[config.mk]
export PLATFORM = sky130hd
export DESIGN_NAME = sat_mult_pipe_flat
export DESIGN_NICKNAME = d
export VERILOG_FILES = /design/src/rtl/sat_mult_pkg.sv /design/src/rtl/sat_mult_pipe_if.sv /design/src/rtl/sat_round.sv /design/src/rtl/sat_mult_pipe.sv /design/src/flat_wrapper.sv
export SDC_FILE = /design/constraint.sdc
export NUM_CORES = 2
export LEC_CHECK = 0
export CAP_MARGIN = 20
export CORE_MARGIN = 3
export CORE_UTILIZATION = 60
export CTS_BUF_LIST = sky130_fd_sc_hd__clkbuf_2 sky130_fd_sc_hd__clkbuf_4 sky130_fd_sc_hd__clkbuf_8
export CTS_CLUSTER_SIZE = 30
export DETAILED_ROUTE_END_ITERATION = 8
export DONT_BUFFER_PORTS = 1
export PLACE_DENSITY_LB_ADDON = 0.3
export SLEW_MARGIN = 5
export SYNTH_ARGS = -nofsm -noshare
export SYNTH_HDL_FRONTEND = slang
export SYNTH_SLANG_ARGS = --single-unit
[constraint.sdc]
create_clock -name clk -period 8.6 [get_ports clk]
set_clock_uncertainty 0.1 [all_clocks]
set_input_delay 1.72 -clock clk [delete_from_list [all_inputs] [get_ports clk]]
set_output_delay 1.72 -clock clk [all_outputs]
set_load 0.02 [all_outputs]
[src/rtl/sat_mult_pkg.sv]
// Shared types and constants for the saturating fixed-point multiplier datapaths.
package sat_mult_pkg;

  typedef enum logic [1:0] {
    RND_FLOOR      = 2'd0,
    RND_NEAREST    = 2'd1,
    RND_CONVERGENT = 2'd2
  } round_mode_e;

  localparam int unsigned PIPE_STAGES_MIN = 1;
  localparam int unsigned PIPE_STAGES_MAX = 3;

endpackage

[src/rtl/sat_mult_pipe_if.sv]
// Sample-in / result-out bundle between a producer and the saturating multiplier.
interface sat_mult_pipe_if #(
  parameter int A_W   = 36,
  parameter int B_W   = 15,
  parameter int OUT_W = 39,
  parameter int CH_W  = 2
);
  logic                    in_valid;
  logic signed [A_W-1:0]   in_a;
  logic signed [B_W-1:0]   in_b;
  logic [CH_W-1:0]         in_ch;
  logic                    out_valid;
  logic signed [OUT_W-1:0] out_data;
  logic [CH_W-1:0]         out_ch;
  logic                    out_sat;

  modport master (
    output in_valid, in_a, in_b, in_ch,
    input  out_valid, out_data, out_ch, out_sat
  );

  modport slave (
    input  in_valid, in_a, in_b, in_ch,
    output out_valid, out_data, out_ch, out_sat
  );
endinterface

[src/rtl/sat_round.sv]
// Combinational shift, round and saturate of a wide signed product into OUT_W bits.
module sat_round
  import sat_mult_pkg::*;
#(
  parameter int IN_W       = 51,
  parameter int SH         = 9,
  parameter int OUT_W      = 39,
  parameter int ROUND_MODE = 1
) (
  input  logic signed [IN_W-1:0]  prod,
  output logic signed [OUT_W-1:0] result,
  output logic                    sat
);
  localparam int TW = IN_W - SH;
  // One guard bit above the wider of T and OUT so the increment can never wrap.
  localparam int RW = ((TW > OUT_W) ? TW : OUT_W) + 1;
  localparam round_mode_e MODE = round_mode_e'(ROUND_MODE[1:0]);

  if (SH < 0 || SH >= IN_W) begin : g_bad_sh
    $error("sat_round: SH must lie in 0..IN_W-1");
  end
  if (ROUND_MODE < 0 || ROUND_MODE > 2) begin : g_bad_mode
    $error("sat_round: ROUND_MODE must be 0, 1 or 2");
  end

  logic signed [TW-1:0] t;
  logic                 inc;
  logic signed [RW-1:0] r;

  assign t = prod[IN_W-1:SH];

  if (SH == 0 || MODE == RND_FLOOR) begin : g_floor
    assign inc = 1'b0;
  end else if (MODE == RND_NEAREST) begin : g_nearest
    assign inc = prod[SH-1];
  end else if (SH == 1) begin : g_conv_sh1
    assign inc = prod[0] & t[0];
  end else begin : g_conv
    assign inc = prod[SH-1] & ((|prod[SH-2:0]) | t[0]);
  end

  assign r = {{(RW-TW){t[TW-1]}}, t} + {{(RW-1){1'b0}}, inc};

  always_comb begin
    // Fits iff every bit above the OUT sign bit replicates the sign.
    sat    = (r[RW-1:OUT_W-1] != {(RW-OUT_W+1){r[RW-1]}});
    result = r[OUT_W-1:0];
    if (sat) begin
      result = r[RW-1] ? {1'b1, {(OUT_W-1){1'b0}}} : {1'b0, {(OUT_W-1){1'b1}}};
    end
  end

endmodule

[src/rtl/sat_mult_pipe.sv]
// Pipelined signed fixed-point multiplier with rounding, saturation and per-channel
// saturation statistics for time-multiplexed IIR coefficient products.
module sat_mult_pipe
  import sat_mult_pkg::*;
#(
  parameter int A_W         = 36,
  parameter int A_FL        = 27,
  parameter int B_W         = 15,
  parameter int B_FL        = 11,
  parameter int OUT_W       = 39,
  parameter int OUT_FL      = 29,
  parameter int ROUND_MODE  = 1,
  parameter int PIPE_STAGES = 2,
  parameter int NUM_CH      = 4,
  parameter int CH_W        = (NUM_CH > 1) ? $clog2(NUM_CH) : 1,
  parameter int CNT_W       = 16
) (
  input  logic              clk,
  input  logic              reset,
  input  logic              clk_enable,
  sat_mult_pipe_if.slave    bus,
  input  logic              clr_stats,
  input  logic [CH_W-1:0]   stat_sel,
  output logic [CNT_W-1:0]  stat_cnt,
  output logic [NUM_CH-1:0] sat_sticky
);
  localparam int SH = A_FL + B_FL - OUT_FL;
  localparam int PW = A_W + B_W;

  if (SH < 0) begin : g_bad_sh
    $error("sat_mult_pipe: A_FL + B_FL - OUT_FL must be >= 0");
  end
  if (PIPE_STAGES < int'(PIPE_STAGES_MIN) || PIPE_STAGES > int'(PIPE_STAGES_MAX)) begin : g_bad_pipe
    $error("sat_mult_pipe: PIPE_STAGES must lie in 1..3");
  end

  logic                    s1_valid;
  logic signed [A_W-1:0]   s1_a;
  logic signed [B_W-1:0]   s1_b;
  logic [CH_W-1:0]         s1_ch;
  logic signed [PW-1:0]    prod;
  logic                    s2_valid;
  logic signed [PW-1:0]    s2_prod;
  logic [CH_W-1:0]         s2_ch;
  logic signed [OUT_W-1:0] rnd_data;
  logic                    rnd_sat;

  logic                    out_valid_q;
  logic signed [OUT_W-1:0] out_data_q;
  logic [CH_W-1:0]         out_ch_q;
  logic                    out_sat_q;

  if (PIPE_STAGES >= 3) begin : g_in_reg
    always_ff @(posedge clk) begin
      if (reset) begin
        s1_valid <= 1'b0;
        s1_a     <= '0;
        s1_b     <= '0;
        s1_ch    <= '0;
      end else if (clk_enable) begin
        s1_valid <= bus.in_valid;
        if (bus.in_valid) begin
          s1_a  <= bus.in_a;
          s1_b  <= bus.in_b;
          s1_ch <= bus.in_ch;
        end
      end
    end
  end else begin : g_in_pass
    assign s1_valid = bus.in_valid;
    assign s1_a     = bus.in_a;
    assign s1_b     = bus.in_b;
    assign s1_ch    = bus.in_ch;
  end

  assign prod = $signed({{B_W{s1_a[A_W-1]}}, s1_a}) * $signed({{A_W{s1_b[B_W-1]}}, s1_b});

  if (PIPE_STAGES >= 2) begin : g_prod_reg
    always_ff @(posedge clk) begin
      if (reset) begin
        s2_valid <= 1'b0;
        s2_prod  <= '0;
        s2_ch    <= '0;
      end else if (clk_enable) begin
        s2_valid <= s1_valid;
        if (s1_valid) begin
          s2_prod <= prod;
          s2_ch   <= s1_ch;
        end
      end
    end
  end else begin : g_prod_pass
    assign s2_valid = s1_valid;
    assign s2_prod  = prod;
    assign s2_ch    = s1_ch;
  end

  sat_round #(
    .IN_W       (PW),
    .SH         (SH),
    .OUT_W      (OUT_W),
    .ROUND_MODE (ROUND_MODE)
  ) u_round (
    .prod   (s2_prod),
    .result (rnd_data),
    .sat    (rnd_sat)
  );

  // Idle slots keep the last result on the outputs.
  always_ff @(posedge clk) begin
    if (reset) begin
      out_valid_q <= 1'b0;
      out_data_q  <= '0;
      out_ch_q    <= '0;
      out_sat_q   <= 1'b0;
    end else if (clk_enable) begin
      out_valid_q <= s2_valid;
      if (s2_valid) begin
        out_data_q <= rnd_data;
        out_ch_q   <= s2_ch;
        out_sat_q  <= rnd_sat;
      end
    end
  end

  assign bus.out_valid = out_valid_q;
  assign bus.out_data  = out_data_q;
  assign bus.out_ch    = out_ch_q;
  assign bus.out_sat   = out_sat_q;

  logic [CNT_W-1:0]  cnt_q [NUM_CH];
  logic [CNT_W-1:0]  cnt_d [NUM_CH];
  logic [NUM_CH-1:0] sticky_q, sticky_d;
  logic [CNT_W-1:0]  stat_cnt_q, stat_cnt_d;

  // A clear coinciding with a saturating result clears first, then counts it.
  always_comb begin
    cnt_d    = cnt_q;
    sticky_d = sticky_q;
    if (clr_stats) begin
      for (int i = 0; i < NUM_CH; i++) cnt_d[i] = '0;
      sticky_d = '0;
    end
    if (out_valid_q && out_sat_q && (int'(out_ch_q) < NUM_CH)) begin
      if (cnt_d[out_ch_q] != {CNT_W{1'b1}}) cnt_d[out_ch_q] = cnt_d[out_ch_q] + CNT_W'(1);
      sticky_d[out_ch_q] = 1'b1;
    end
    stat_cnt_d = (int'(stat_sel) < NUM_CH) ? cnt_q[stat_sel] : '0;
  end

  always_ff @(posedge clk) begin
    if (reset) begin
      for (int i = 0; i < NUM_CH; i++) cnt_q[i] <= '0;
      sticky_q   <= '0;
      stat_cnt_q <= '0;
    end else if (clk_enable) begin
      cnt_q      <= cnt_d;
      sticky_q   <= sticky_d;
      stat_cnt_q <= stat_cnt_d;
    end
  end

  assign stat_cnt   = stat_cnt_q;
  assign sat_sticky = sticky_q;

endmodule

[src/flat_wrapper.sv]
// flat-port wrapper written by rule: the top's interface ports become plain ports
module sat_mult_pipe_flat import sat_mult_pkg::*;
#(
  parameter int A_W         = 36,
  parameter int A_FL        = 27,
  parameter int B_W         = 15,
  parameter int B_FL        = 11,
  parameter int OUT_W       = 39,
  parameter int OUT_FL      = 29,
  parameter int ROUND_MODE  = 1,
  parameter int PIPE_STAGES = 2,
  parameter int NUM_CH      = 4,
  parameter int CH_W        = (NUM_CH > 1) ? $clog2(NUM_CH) : 1,
  parameter int CNT_W       = 16
)
  (clk, reset, clk_enable, clr_stats, stat_sel, stat_cnt, sat_sticky, bus_in_valid, bus_in_a, bus_in_b, bus_in_ch, bus_out_valid, bus_out_data, bus_out_ch, bus_out_sat);
  sat_mult_pipe_if #(.A_W(A_W), .B_W(B_W), .OUT_W(OUT_W), .CH_W(CH_W)) bus_i ();
  input  logic clk;
  input  logic reset;
  input  logic clk_enable;
  input  logic clr_stats;
  input  logic [CH_W-1:0] stat_sel;
  output logic [CNT_W-1:0] stat_cnt;
  output logic [NUM_CH-1:0] sat_sticky;
  input wire logic [$bits(bus_i.in_valid)-1:0] bus_in_valid;
  input wire logic [$bits(bus_i.in_a)-1:0] bus_in_a;
  input wire logic [$bits(bus_i.in_b)-1:0] bus_in_b;
  input wire logic [$bits(bus_i.in_ch)-1:0] bus_in_ch;
  output wire logic [$bits(bus_i.out_valid)-1:0] bus_out_valid;
  output wire logic [$bits(bus_i.out_data)-1:0] bus_out_data;
  output wire logic [$bits(bus_i.out_ch)-1:0] bus_out_ch;
  output wire logic [$bits(bus_i.out_sat)-1:0] bus_out_sat;
  assign bus_i.in_valid = bus_in_valid;
  assign bus_i.in_a = bus_in_a;
  assign bus_i.in_b = bus_in_b;
  assign bus_i.in_ch = bus_in_ch;
  assign bus_out_valid = bus_i.out_valid;
  assign bus_out_data = bus_i.out_data;
  assign bus_out_ch = bus_i.out_ch;
  assign bus_out_sat = bus_i.out_sat;
  sat_mult_pipe #(.A_W(A_W), .A_FL(A_FL), .B_W(B_W), .B_FL(B_FL), .OUT_W(OUT_W), .OUT_FL(OUT_FL), .ROUND_MODE(ROUND_MODE), .PIPE_STAGES(PIPE_STAGES), .NUM_CH(NUM_CH), .CH_W(CH_W), .CNT_W(CNT_W)) u_core (.clk(clk), .reset(reset), .clk_enable(clk_enable), .bus(bus_i), .clr_stats(clr_stats), .stat_sel(stat_sel), .stat_cnt(stat_cnt), .sat_sticky(sat_sticky));
endmodule
==> metrics.md <==
| Metric | Value |
|---|---|
| Initial antenna violation count | `0` |
| Mux cell area share after synthesis | `approximately 3.6%` |
| Area grow syn2layout | `2.15%` |
| Vias in the first global route | `between 20000 and 25000` |
| Via-to-Cell Ratio | `just under 6` |
| Initial core utilization | `between 60% and 70%` |
| DIE HEIGHT | `roughly 220 um` |
| Seq cells post-synth | `roughly 170` |
| Startpoint type of the worst setup path | `input pin` |
| Die width | `about 220 um` |
| IO Count | `123` |
| DR pass1 iterations | `5` |
| Async set-reset flop share out of synthesis | `0%` |
| Global-route wire length before repair | `about 110000 um` |
| Layout cells sized above 1 | `about 3.7%` |
| Final wirelength | `between 60000 and 70000 um` |
| # rows | `between 70 and 80` |
| Hold-fix buffers at CTS | `0` |
| Pre-CTS setup slack | `roughly 590 ps` |
| Clk buf depth | `2` |
| Final hold violations | `0` |
| Worst skew pair latency | `around 470 ps` |
| CP Buf/Inv Count | `4` |
| Setup bufs post-CTS | `0` |
| CP cell instances | `inv_1 -> buf_4 -> nor2_1 -> fa_1 -> fa_1 -> fa_1 -> fa_1 -> fa_1 -> inv_1 -> fa_1 -> inv_1 -> ha_1 -> nand3_1 -> nor2_1 -> nand4_1 -> or3_1 -> o21ai_1 -> a311oi_1 -> or4_1 -> nand3_1` |
| M2 GR Usage | `a little under half` |
| FF+latch area | `between 0.003 and 0.004 mm^2` |
| Fin. max-slew vios | `0` |
| Measured slew at the worst slew-check pin | `914 ps` |
| Register area share after synthesis | `13.2%` |
| Clock sinks | `around 170` |
| CP max FO | `18` |
| Post-CTS Resized | `0` |
| Final #Nets | `around 3500` |
| FMAX | `approximately 0.13 GHz` |
| Via count | `19800` |
| Total Routing Usage GR | `28.9%` |
| Max-cap violations | `0` |
| GR Util met1 | `approximately 41%` |
| RSZ-0062 raised after global routing | `no` |
| Main combinational cell family by area after synthesis | `adder cells` |
| Footprint of the multi-input gates | `0.0201 mm^2` |
| GRT overflow | `0` |
| Mapped cell area | `0.0263 mm^2` |
| GRT busiest layer | `met2` |
| Post-synth EDFFs | `0` |
| ANT nets after route | `0` |
| Setup TNS | `0 ps` |
| Top-count cell post-synth | `inv_1` |
| Largest cells by area after synthesis | `fa_1 (38%), dfxtp_1 (13%), inv_1 (7.8%)` |
| Fin crit share | `about nine tenths` |
| Crit-path max cell delay | `520 ps` |
| Worst Path Required | `roughly 8900 ps` |
| TritonCTS Buffers | `17` |
| Post-Synth Adder-Cell Area | `43.5%` |
| Final setup margin | `slightly above 1000 ps` |
| Dpl hpwl | `50900 um` |
| Synth warnings | `0` |
| DRC violations left | `0` |
| Simple-Gate Fraction of Synth Area | `approximately 18%` |
| Tightest Hold Check Type | `flip-flop to flip-flop` |
| # fillers | `3734` |
| Cell mode on critical path | `fa_1` |
| Synth cell count leaders | `inv_1 (547), fa_1 (494), nand2_1 (466), and2_1 (205), dfxtp_1 (173)` |
| Distinct cell type count after synthesis | `slightly above 80` |
| Port buffer count | `0` |
| Largest delay contributor family on the critical path | `adder cells` |
| WS Path Type | `input pin to flip-flop` |
| Drt wl/cell | `~19 um` |
| # setup viols final | `0` |
| Die Area | `0.0464 mm^2` |
| Xor/xnor share of the synthesized area | `~2.7%` |
| Core ar. | `0.0432 mm^2` |
| Routability cong. | `roughly 0.90` |
| H-tree Lvls | `4` |
| Synth Area in Compound Gates | `a little under a tenth` |
| Critical path's slowest cell | `fa_1` |
| Iter 0 DRT Violations | `1701` |
| Largest net degree at the start of global routing | `a little under 70` |
| Max-Slew Margin vs Limit | `39.1%` |
| Top FF cell, synth | `dfxtp_1` |
| Met3 Usage GRT | `5.20%` |
| Reg clk slew, reported paths | `about 100 ps` |
| CTS tree | `built` |
| Synthesized instance count | `2923` |
| Top-area cell type share of the netlist area | `approximately 38%` |
| Root Driver | `clkbuf_8` |
| Post-Syn Area per Cell | `between 8 and 9 um^2` |
| Min Clock Period, post-route | `7570 ps` |
| Antenna Cells | `0` |
| Critical Path End Type | `flip-flop` |
| Yosys top cell by area | `fa_1` |
| Status | `complete, no violations` |
| CP arrival | `7890 ps` |
| Syn nets | `3600` |
-- flip-flops by register name, summed over array words and instances, names as in the netlist, 2 cells and up --
signal,count
u_core.bus.out_ch,2
u_core.bus.out_data,39
u_core.cnt_q,64
u_core.s2_ch,2
u_core.s2_prod,43
u_core.sat_sticky,4
u_core.stat_cnt,16
-- per-layer routing --
| layer | vias up | share of wire (%) |
|---|---|---|
| met1 | 10100 | 43 |
| met4 | 0 | 1.6 |
| li1 | 8828 | - |
| met3 | 81 | 8.3 |
| met2 | 816 | 47 |
| met5 | - | 0 |
-- layout make-up --
class / instances / share of cell area, %
Timing Repair Buffer: 8 / 0.252
Multi-Input combinational cell: 2044 / 74.9
Sequential cell: 173 / 12.9
Inverter: 548 / 7.66
Clock buffer: 24 / 1.16
Clock inverter: 8 / 0.391
Tap cell: 585 / 2.73
-- path summary, 6_finish.rpt --
check,startpoint,to,slack [ps],cells after the start
hold reg to reg,u_core.s2_ch[0],u_core.bus.out_ch[0],360,2
setup reg to reg,u_core.s2_prod[8],u_core.bus.out_data[2],4990,11
setup / recovery,bus_in_b[14],u_core.s2_prod[48],1030,20
hold / removal,u_core.s2_ch[0],u_core.bus.out_ch[0],360,2
-- worst reg2reg max path, cell delays in order, from the launching register on --
cell and delay [ps]:
dfxtp_1 350, ha_1 190, ha_1 190, and3_1 270
and3_1 310, o211ai_1 140, a32oi_1 170, o211ai_1 200
o311ai_4 240, buf_4 320, nand2b_1 770, o211ai_1 190
-- logic make-up after synthesis --
| kind of cell | count (synthesis) |
|---|---|
| buf+inv | 706 |
| flops | 173 |
| xor+xnor | 80 |
| fa+ha+maj | 617 |
| compound gates | 333 |
| simple gates | 962 |
| mux | 52 |
-- through the flow --
stage                     cell area, um^2  utilization, %  hold slack [ps]  std cells
after floorplan                     26300               -              332       2923
after global placement              26400            61.2              334       3357
after detailed placement            26400            61.2              344       3357
after CTS                           26800            62.2              358       3389
after global routing                26900            62.2              377       3390
final                               26900            62.2              359       3390
-- placed cells by master (no fill, tap or decap), types with 19 or more instances in the layout --
| master | count |
|---|---|
| xor2_1 | 34 |
| mux4_2 | 29 |
| nor2_1 | 96 |
| fa_1 | 494 |
| nand2b_1 | 22 |
| inv_1 | 547 |
| nand4_1 | 21 |
| a22o_1 | 50 |
| clkbuf_8 | 21 |
| a21o_1 | 20 |
| and2_1 | 205 |
| mux2i_1 | 19 |
| a21oi_1 | 79 |
| xnor2_1 | 45 |
| nand2_1 | 465 |
| dfxtp_1 | 173 |
| nand3_1 | 55 |
| o211ai_1 | 37 |
| o21ai_0 | 44 |
| ha_1 | 123 |
Power is not shown: default switching activity piles up to over one toggle a cycle in this logic, so the estimate is an artifact.
==> edit 1 (same settings) <==
`ROUND_MODE` is set to 1 in 3 places; all go to 0.
--- a/src/rtl/sat_round.sv
+++ b/src/rtl/sat_round.sv
@@ -6,5 +6,5 @@
   parameter int SH         = 9,
   parameter int OUT_W      = 39,
-  parameter int ROUND_MODE = 1
+  parameter int ROUND_MODE = 0
 ) (
   input  logic signed [IN_W-1:0]  prod,
--- a/src/rtl/sat_mult_pipe.sv
+++ b/src/rtl/sat_mult_pipe.sv
@@ -10,5 +10,5 @@
   parameter int OUT_W       = 39,
   parameter int OUT_FL      = 29,
-  parameter int ROUND_MODE  = 1,
+  parameter int ROUND_MODE  = 0,
   parameter int PIPE_STAGES = 2,
   parameter int NUM_CH      = 4,
--- a/src/flat_wrapper.sv
+++ b/src/flat_wrapper.sv
@@ -8,5 +8,5 @@
   parameter int OUT_W       = 39,
   parameter int OUT_FL      = 29,
-  parameter int ROUND_MODE  = 1,
+  parameter int ROUND_MODE  = 0,
   parameter int PIPE_STAGES = 2,
   parameter int NUM_CH      = 4,
Function: changed (Yosys sat finds a counterexample within 4 cycles, from zero or initial values and one cycle with reset high).
==> edit 1 against the original RTL <==
  * Non-clock buffer count grew 7
  * Wire length shrank 3.9%
  * Worst hold slack lost 0.0063 ns
  * Worst setup slack gained 0.048 ns
  * Sequential share of layout area grew 0.37 points
  * Critical path depth is the same
  * Register-to-register slack lost 0.30 ns
  * Design area shrank 3.4%
  * Critical path type unchanged
  * Sequential cell count shrank 1
  * Area after synthesis shrank 3.2%
Power is left out: the tool's default activity adds up to more than one toggle a clock period on the data nets, which glitch-free logic cannot reach.
==> edit 1: results <==
export IMPL_met3_usage_pct=5.61
export IMPL_ys_seq_area_share_pct=13.5
export IMPL_hpwl_um=47600
export IMPL_synthTopCellsByCount="inv_1 (522), fa_1 (494), nand2_1 (451)"
export IMPL_synth_cell_types=78
export IMPL_dpl_cell_count=3229
export IMPL_drive_gt1_share_pct=4.43
export IMPL_antenna_cells=0
export IMPL_rr_startpoint="u_core.bus.out_ch[0]$_SDFFE_PP0P_"
export IMPL_cts_made_buffers=17
export IMPL_grt_pass1_wl_um=104000
export IMPL_dp_slack_ns=0.540
export IMPL_placed_cell_area_um2=25500
export IMPL_path_max_fanout=15
export IMPL_fin_nets=3393
export IMPL_ff2ff_setup_slack_ns=4.69
export IMPL_gp_congestion=0.932
export IMPL_post_cts_resized=0
export IMPL_vias=19100
export IMPL_antenna_found_initial=1
export IMPL_met1_usage_pct=37.7
export IMPL_grt_max_degree=153
export IMPL_first_iter_violations=1505
export IMPL_synth_area_leaders="fa_1 (39%), dfxtp_1 (14%), inv_1 (7.7%)"
export IMPL_crit_start="bus_in_a[35]"
export IMPL_min_to="u_core.s2_prod[31]$_SDFFE_PP0P_"
export IMPL_grt_pass1_vias=20700
export IMPL_fillerInstances=3473
export IMPL_slew_limit_headroom_pct=29.0
export IMPL_syn_instance_count=2853
export IMPL_regMostFlops="u_core.cnt_q"
export IMPL_clk_pin_slew_worst_paths_ns=0.08
export IMPL_vias_per_cell=5.86
export IMPL_worst_r2r_endpoint="u_core.cnt_q[44]$_SDFFE_PP0P_"
export IMPL_outcome="finished, final reports clean"
export IMPL_wl_per_cell_um=19.1
export IMPL_grt_usage_pct=29.0
export IMPL_slowest_delay_ns=0.91
export IMPL_holdWs_ns=0.353
export IMPL_drtPass1Iterations=7
export IMPL_grtUsageMet2_pct=49.6
export IMPL_portBuffers=0
export IMPL_hold_start="u_core.s2_prod[31]$_SDFFE_PP0P_"
export IMPL_synth_fp_nets=3528
[edit 1: cell types whose count changed after synthesis, moves of 15 or more]
cell,before,now
o211ai_1,37,1
a21oi_1,79,107
nor2_1,97,139
inv_1,547,522
clkbuf_1,130,147
a31oi_1,9,32
nand2_1,466,451
a22oi_1,4,54
a22o_1,50,0
[edit 1: logic make-up (layout without fill, tap and decap cells)]
kind of cell / count (synthesis) / in the layout / synth area share, %
compound gates: 330 / 330 / 8.57
xor+xnor: 59 / 59 / 2.03
fa+ha+maj: 615 / 615 / 44.8
buf+inv: 691 / 567 / 10.4
flops: 172 / 172 / 13.5
mux: 50 / 50 / 3.45
simple gates: 936 / 936 / 17.2
[edit 1: metal layers]
layer  vias up  share of wire [%]  wire length (um)
met1      9661                 39             24600
met5         -                  0                 0
met2       783                 49             30900
met3       154                8.1              5050
li1       8513                  -                 -
met4         0                3.0              1880
[edit 1: worst max path at each step]
stage / to / slack [ns] / depth (start not counted)
2_1_floorplan: u_core.s2_prod[50]$_SDFFE_PP0P_ / 0.58 / 22
3_3_place_gp: u_core.s2_prod[50]$_SDFFE_PP0P_ / 0.59 / 20
3_5_place_dp: u_core.s2_prod[50]$_SDFFE_PP0P_ / 0.54 / 20
4_1_cts: u_core.s2_prod[50]$_SDFFE_PP0P_ / 1.05 / 20
5_1_grt: u_core.s2_prod[50]$_SDFFE_PP0P_ / 0.71 / 20
6_report: u_core.s2_prod[50]$_SDFFE_PP0P_ / 1.08 / 20
[edit 1: area by class of cell]
type	instances	area (um^2)	share of cell area, %
tap	532	666	2.57
clock buffer	22	290	1.12
sequential	172	3440	13.3
clock inverter	8	92.6	0.357
inverter	522	1960	7.55
multi-input combinational	1990	19400	74.7
timing repair buffer	15	120	0.463
==> edit 2 (same settings) <==
Made on the original files. Reset style: asynchronous (`reset`), changed in 4 clocked blocks.
--- a/src/rtl/sat_mult_pipe.sv
+++ b/src/rtl/sat_mult_pipe.sv
@@ -52,5 +52,5 @@
 
   if (PIPE_STAGES >= 3) begin : g_in_reg
-    always_ff @(posedge clk) begin
+    always_ff @(posedge clk or posedge reset) begin
       if (reset) begin
         s1_valid <= 1'b0;
@@ -77,5 +77,5 @@
 
   if (PIPE_STAGES >= 2) begin : g_prod_reg
-    always_ff @(posedge clk) begin
+    always_ff @(posedge clk or posedge reset) begin
       if (reset) begin
         s2_valid <= 1'b0;
@@ -108,5 +108,5 @@
 
   // Idle slots keep the last result on the outputs.
-  always_ff @(posedge clk) begin
+  always_ff @(posedge clk or posedge reset) begin
     if (reset) begin
       out_valid_q <= 1'b0;
@@ -149,5 +149,5 @@
   end
 
-  always_ff @(posedge clk) begin
+  always_ff @(posedge clk or posedge reset) begin
     if (reset) begin
       for (int i = 0; i < NUM_CH; i++) cnt_q[i] <= '0;
Formal check against the unedited RTL: differs if reset is asserted again (counterexample within 4 cycles, from zero or initial values and one cycle with reset high); with reset held inactive, the same outputs for 4 cycles.
==> edit 2 against the original RTL <==
  * Worst setup slack lost 0.31 ns
  * Global-route usage decreased by 0.39 points
  * Design area increased by 1.6%
  * Wire length decreased by 0.58%
  * Area after synthesis grew 1.6%
  * First-iteration DRC count is 11% higher
  * Critical path type unchanged
  * Sequential cell count is the same
  * Worst hold slack better by 0.032 ns
  * Utilization is 0.45 points higher
Power is not shown: default switching activity piles up to over one toggle a cycle in this logic, so the estimate is an artifact.
==> edit 2: results <==
export IMPL_fin_nets=3441
export IMPL_grtUsageMet2_pct=44.7
export IMPL_hold_start="u_core.s2_ch[1]$_DFFE_PP0P_"
export IMPL_grt_usage_pct=28.5
export IMPL_wl_per_cell_um=19.2
export IMPL_grt_pass1_vias=21000
export IMPL_synth_area_leaders="fa_1 (37%), dfrtp_1 (16%), inv_1 (8.0%)"
export IMPL_vias_per_cell=5.81
export IMPL_grt_pass1_wl_um=108000
export IMPL_ys_seq_area_share_pct=16.2
export IMPL_rr_startpoint="u_core.bus.out_ch[0]$_DFFE_PP0P_"
export IMPL_dominantRegCellSynth="dfrtp_1"
export IMPL_grt_max_degree=115
export IMPL_cp_arrival_ns=8.08
export IMPL_ff2ff_setup_slack_ns=5.00
export IMPL_synth_cell_types=72
export IMPL_min_to="u_core.bus.out_ch[1]$_DFFE_PP0P_"
export IMPL_met1_usage_pct=41.1
export IMPL_slowest_stage="inv_1"
export IMPL_worst_r2r_endpoint="u_core.cnt_q[47]$_DFFE_PP0P_"
export IMPL_outcome="finished, final reports clean"
export IMPL_gp_congestion=0.921
export IMPL_avgSynthCellArea_um2=9.24
export IMPL_drive_gt1_share_pct=4.36
export IMPL_dpl_cell_count=3329
export IMPL_synth_fp_nets=3567
export IMPL_path_max_fanout=24
export IMPL_hpwl_um=50800
export IMPL_clock_latency_ns=0.45
export IMPL_slowest_delay_ns=0.65
export IMPL_synthArstFlopShare_pct=100
-- edit 2: changes by cell type after synthesis, sizes merged, moves of 29 or more --
cell	change
a21oi	-30
a22o	-49
a311oi	+29
dfrtp	+173
dfxtp	-173
nand3	+33
o211ai	-31
o21ai	+64
-- edit 2: area by class of cell --
class | instances | share of cell area (%)
Inverter | 566 | 7.81
Multi-Input combinational cell | 1995 | 71.7
Clock inverter | 13 | 0.569
Sequential cell | 173 | 15.9
Timing Repair Buffer | 11 | 0.422
Clock buffer | 18 | 0.908
Tap cell | 585 | 2.68
-- edit 2: routing by layer --
metal / vias to the layer above / routed length (um)
li1: 8638 / -
met2: 902 / 29300
met3: 80 / 6770
met5: - / 14
met1: 9916 / 27500
met4: 2 / 999
-- edit 2: kinds of logic after synthesis --
kind of cell	count (synthesis)	share of synthesized area [%]
AND/OR/NAND/NOR	947	16.8
buffers and inverters	722	10.5
adder cells (fa/ha/maj)	617	42.8
AO/OA/AOI/OAI	290	7.26
flip-flops	173	16.2
XOR/XNOR	91	2.98
multiplexers	50	3.46
-- edit 2: stage by stage --
stage / instance area [um^2] / worst slack [ns] / util, %
floorplan: 26700 / 0.882 / -
global placement: 26800 / 0.360 / 61.6
detailed placement: 26900 / 0.339 / 61.7
CTS: 27300 / 0.805 / 62.6
global route: 27300 / 0.319 / 62.6
finish: 27300 / 0.718 / 62.6
-- edit 2: critical path: cells and delay by family --
| family | cells | cell delay, ns |
|---|---|---|
| fa+ha+maj | 7 | 3.24 |
| simple gates | 2 | 0.30 |
| buf+inv | 3 | 0.74 |
| xor+xnor | 1 | 0.32 |
| compound gates | 7 | 1.73 |
